$ cat src/rtl/byte_striping.sv
// Two-lane transmit striper: even words go to lane_0, odd words to lane_1, and each
// pair is presented together; a lone even word is flushed on lane_0 after an idle timeout.
module byte_striping #(
    parameter int TIMEOUT = 4
) (
    input  logic        clk,
    input  logic        reset_L,
    input  logic        valid_in,
    input  logic [31:0] data_in,
    output logic [31:0] lane_0,
    output logic        valid_0,
    output logic [31:0] lane_1,
    output logic        valid_1,
    output logic        busy
);

    typedef enum logic [0:0] {
        ST_EVEN = 1'b0,
        ST_HOLD = 1'b1
    } state_t;

    // TIMEOUT of 0 disables flushing; the compare value is then irrelevant.
    localparam logic       FLUSH_EN  = (TIMEOUT != 0);
    localparam logic [7:0] IDLE_LAST = (TIMEOUT == 0) ? 8'd0 : 8'(TIMEOUT - 1);

    state_t      state_r;
    state_t      state_s;
    logic [31:0] held_r;
    logic [31:0] held_s;
    logic [7:0]  idle_cnt_r;
    logic [7:0]  idle_cnt_s;
    logic [31:0] lane_0_r;
    logic [31:0] lane_0_s;
    logic [31:0] lane_1_r;
    logic [31:0] lane_1_s;
    logic        valid_0_r;
    logic        valid_0_s;
    logic        valid_1_r;
    logic        valid_1_s;
    logic        busy_r;

    // Next-state and output-event decode; pairing takes priority over the timeout flush.
    always_comb begin
        state_s    = state_r;
        held_s     = held_r;
        idle_cnt_s = idle_cnt_r;
        lane_0_s   = lane_0_r;
        lane_1_s   = lane_1_r;
        valid_0_s  = 1'b0;
        valid_1_s  = 1'b0;
        case (state_r)
            ST_EVEN: begin
                if (valid_in) begin
                    held_s     = data_in;
                    idle_cnt_s = 8'd0;
                    state_s    = ST_HOLD;
                end else begin
                    state_s = ST_EVEN;
                end
            end
            ST_HOLD: begin
                if (valid_in) begin
                    lane_0_s  = held_r;
                    lane_1_s  = data_in;
                    valid_0_s = 1'b1;
                    valid_1_s = 1'b1;
                    state_s   = ST_EVEN;
                end else if (FLUSH_EN && (idle_cnt_r == IDLE_LAST)) begin
                    lane_0_s  = held_r;
                    valid_0_s = 1'b1;
                    state_s   = ST_EVEN;
                end else begin
                    // Saturate so a disabled timeout can never wrap into a flush.
                    if (idle_cnt_r != 8'hFF) begin
                        idle_cnt_s = idle_cnt_r + 8'd1;
                    end else begin
                        idle_cnt_s = idle_cnt_r;
                    end
                    state_s = ST_HOLD;
                end
            end
            default: begin
                state_s    = ST_EVEN;
                idle_cnt_s = 8'd0;
            end
        endcase
    end

    // State and output registers with synchronous active-low reset.
    always_ff @(posedge clk) begin
        if (!reset_L) begin
            state_r    <= ST_EVEN;
            held_r     <= 32'd0;
            idle_cnt_r <= 8'd0;
            lane_0_r   <= 32'd0;
            lane_1_r   <= 32'd0;
            valid_0_r  <= 1'b0;
            valid_1_r  <= 1'b0;
            busy_r     <= 1'b0;
        end else begin
            state_r    <= state_s;
            held_r     <= held_s;
            idle_cnt_r <= idle_cnt_s;
            lane_0_r   <= lane_0_s;
            lane_1_r   <= lane_1_s;
            valid_0_r  <= valid_0_s;
            valid_1_r  <= valid_1_s;
            busy_r     <= (state_s == ST_HOLD);
        end
    end

    assign lane_0  = lane_0_r;
    assign lane_1  = lane_1_r;
    assign valid_0 = valid_0_r;
    assign valid_1 = valid_1_r;
    assign busy    = busy_r;

endmodule

$ cat config.mk
export PLATFORM = sky130hd
export DESIGN_NAME = byte_striping
export DESIGN_NICKNAME = d
export VERILOG_FILES = /design/src/rtl/byte_striping.sv
export SDC_FILE = /design/constraint.sdc
export NUM_CORES = 1
export LEC_CHECK = 0
export CORE_MARGIN = 2
export CORE_UTILIZATION = 25
export DETAILED_ROUTE_END_ITERATION = 16
export GPL_TIMING_DRIVEN = 0
export MAX_ROUTING_LAYER = met4
export SLEW_MARGIN = 15
export SYNTH_ARGS = -nofsm -noshare
export SYNTH_HDL_FRONTEND = slang
export SYNTH_SLANG_ARGS = --single-unit
$ cat constraint.sdc
create_clock -name clk -period 3.3 [get_ports clk]
set_input_delay 0.33 -clock clk [delete_from_list [all_inputs] [get_ports clk]]
set_output_delay 0.33 -clock clk [all_outputs]
set_load 0.005 [all_outputs]
==> flow_metrics.py <==
metrics = {
    "sta": {
        "tightestPinTransition_ns": 0.832,
        "clock.fmax_ghz": 0.428,
        "tns_ns": 0,
        "fin_hold_ws_ns": 0.450,
        "finalSetupViolCount": 0,
        "period_needed_ns": 2.34,
        "maxSlewViolCount": 0,
        "final.period_utilization_pct": 70.9,
        "rsz0062_at_grt": "false",
        "clock_skew_ns": 0.00608,
        "max-slew-margin-rel_pct": 44.5,
        "finalHoldViolations": 0,
    },
    "power_and_ir_drop": {
        "power_frac_clock_pct": 42.7,
        "p_switching_w": 0.000672,
        "ir_drop_mv": 0.331,
        "power.internal_w": 0.00224,
        "p_sw_share_pct": 23.1,
        "p_leak_nw": 2.04,
        "comb_power_share_pct": 10.3,
        "powerDensity_nw_per_um2": 510,
        "power.share.sequential_pct": 47.1,
    },
    "synthesis": {
        "synth-xor-area-share_pct": 0,
        "syn-cell-area_um2": 4090,
        "yosysUniqueCellTypes": 34,
        "dominantRegCellSynth": "dfxtp_1",
        "syn_inst": 424,
        "synth_top_area_share_pct": 52.3,
        "synth-simple-area-share_pct": 18.7,
        "ys_top_cells_by_count": "dfxtp_1, nor2_1, mux2i_1, nand2_1, nand3_1",
        "synthArstFlopShare_pct": 0,
        "synth-edff-count": 0,
        "synth_compound_area_share_pct": 7.27,
        "yosysWarnings": 0,
        "synth_seq_area_share_pct": 52.3,
        "synth_top_area_cell": "dfxtp_1",
        "synth.area.mux_share_pct": 15.9,
        "synth_nets": 462,
        "synth-seq-cells": 107,
        "avgSynthCellArea_um2": 9.66,
        "synthTopCellsByArea": "dfxtp_1, mux2i_1, nor2_1",
        "synth_top_family_by_area": "simple AND/OR/NAND/NOR gates",
        "synth.most_common_cell": "dfxtp_1",
        "synth_fa_ha_area_share_pct": 0.917,
    },
    "grt": {
        "grt_pass1_vias": 3328,
        "top_usage_layer": "met2",
        "grt_use_met3_pct": 3.50,
        "grt_pass1_wl_mm": 17.4,
        "track_usage_pct": 13.0,
        "use_met2_pct": 21.2,
        "overflow": 0,
        "grt_max_degree": 19,
        "met1_usage_pct": 15.6,
        "antenna_found_initial": 0,
    },
    "route": {
        "drc": 0,
        "dr.pass1.iters": 4,
        "drt_iter0_markers": 130,
        "wire_per_inst_um": 14.2,
        "viasPerCell": 4.40,
        "routed_wl_mm": 10.8,
        "vias": 3325,
        "final_antenna_net_count": 0,
    },
    "floorplanning": {
        "die_h_um": 132,
        "start_util_pct": 25.7,
        "placementRows": 46,
        "die_w_um": 132,
        "io_pins": 102,
        "die_area_um2": 17400,
        "core-area_um2": 15900,
    },
    "setup_path": {
        "r2r_slack_ns": 0.96,
        "crit_path_max_fanout": 10,
        "crit_top_cell": "clkbuf_1",
        "cp_slowest_cell": "buf_1",
        "crit_chain": "clkbuf_1 > inv_1 > ha_1 > clkbuf_1 > buf_1 > mux2i_1 > nor2_1",
        "required_ns": 3.52,
        "critPathKind": "flop to flop",
        "crit_path_max_incr_delay_ns": 0.67,
        "end_kind": "flop",
        "critPathArrivalTime_ns": 2.56,
        "cp-start-kind": "flop",
        "reg2reg_depth": 7,
    },
    "cts": {
        "cts_tree": "built",
        "cts_buffers": 9,
        "cts_resized": 0,
        "clock_sinks": 107,
        "clkTransAtPathRegs_ns": 0.07,
        "cts_max_level": 3,
        "cts_root_buf": "clkbuf_16",
        "clock_latency_ns": 0.35,
        "hold_buffers": 0,
        "cts_setup_buffers": 0,
        "clock_path_buffers": 2,
    },
    "layout": {
        "multi_input_area_um2": 1750,
        "regArea_um2": 2140,
        "nets": 573,
        "syn_to_final_growth_pct": 39.6,
        "drive_gt1_share_pct": 7.96,
        "antenna_cells": 0,
        "n_fill_cell": 1612,
    },
    "status": {
        "outcome": "finished clean",
    },
    "worst_hold_path": {
        "hold_path_class": "primary input to flop",
        "hold_depth": 3,
    },
    "placement": {
        "place_congestion": 0.778,
        "dp_hpwl_mm": 7.87,
        "io_buffers": 100,
    },
    "job": {
        "cap_violations": 0,
    },
}
-- cell usage in the layout, fill, tap and decap left out, types with 6 or more instances in the layout --
master and count:
buf_1 6, o21ai_0 7, clkdlybuf4s50_1 100, nand2_1 38
clkbuf_1 17, dfxtp_1 107, mux2i_1 65, o21ai_2 7
nand3_1 35, o21ai_1 20, nand3_2 7, clkbuf_16 9
nor2_1 73
-- worst paths after layout --
kind	endpoint	start
worst min-delay path	idle_cnt_r[7]$_SDFFE_PN0P_	reset_L
worst max register to register	held_r[18]$_SDFFE_PN0P_	busy$_SDFF_PN0_
worst max-delay path	held_r[18]$_SDFFE_PN0P_	busy$_SDFF_PN0_
worst min register to register	lane_0[19]$_SDFFE_PN0P_	lane_0[19]$_SDFFE_PN0P_
-- area by class of cell --
| cell class | count | share of cell area (%) |
|---|---|---|
| Sequential cell | 107 | 37.5 |
| Multi-Input combinational cell | 281 | 30.7 |
| Timing Repair Buffer | 100 | 17.5 |
| Tap cell | 216 | 4.73 |
| Clock buffer | 9 | 3.94 |
| Buffer | 33 | 3.28 |
| Clock inverter | 7 | 2.17 |
| Inverter | 3 | 0.197 |
-- logic make-up (layout without fill, tap and decap cells) --
group                    Yosys count  after routing
AND/OR/NAND/NOR                  166            166
flip-flops                       107            107
multiplexers                      65             65
AO/OA/AOI/OAI                     47             47
buffers and inverters             36            152
adder cells (fa/ha/maj)            3              3
-- power groups by stage --
| stage | Sequential (W) | Combinational, W | Clock (W) |
|---|---|---|---|
| after detailed placement | 0.00140 | 0.000303 | 0 |
| after global placement | 0.00140 | 0.000296 | 0 |
| after global routing | 0.00138 | 0.000329 | 0.00133 |
| after CTS | 0.00137 | 0.000305 | 0.00128 |
| final | 0.00137 | 0.000299 | 0.00124 |
| after floorplan | 0.00140 | 0.000159 | 0 |
-- flip-flops by register name, summed over array words and instances, names as in the netlist --
signal      cells
lane_0         32
valid_0         1
held_r         32
busy            1
idle_cnt_r      8
valid_1         1
lane_1         32
-- per-stage QoR --
step	std cells	utilization (%)	total power (W)	setup WS, ns	instance area, um^2
after floorplan	424	-	0.00156	1.43	4090
after global placement	740	33.7	0.00170	0.707	5370
after detailed placement	740	33.7	0.00170	0.702	5370
after global routing	756	35.8	0.00303	0.683	5710
final	756	35.8	0.00291	0.961	5710
after CTS	756	35.8	0.00295	0.957	5710
-- critical path: cells and delay by family (launching register included) --
family | cells | cell delay [ns]
AND/OR/NAND/NOR | 1 | 0.06
flip-flops | 1 | 0.34
multiplexers | 1 | 0.26
adder cells (fa/ha/maj) | 1 | 0.14
buffers and inverters | 4 | 1.40
-- per-layer routing --
layer / share of wire [%] / up-vias
met3: 4.7 / 9
met1: 47 / 1559
met4: 1.1 / 0
met5: 0 / -
met2: 47 / 87
li1: - / 1670
No activity file was read; power rests on OpenSTA's default activity.
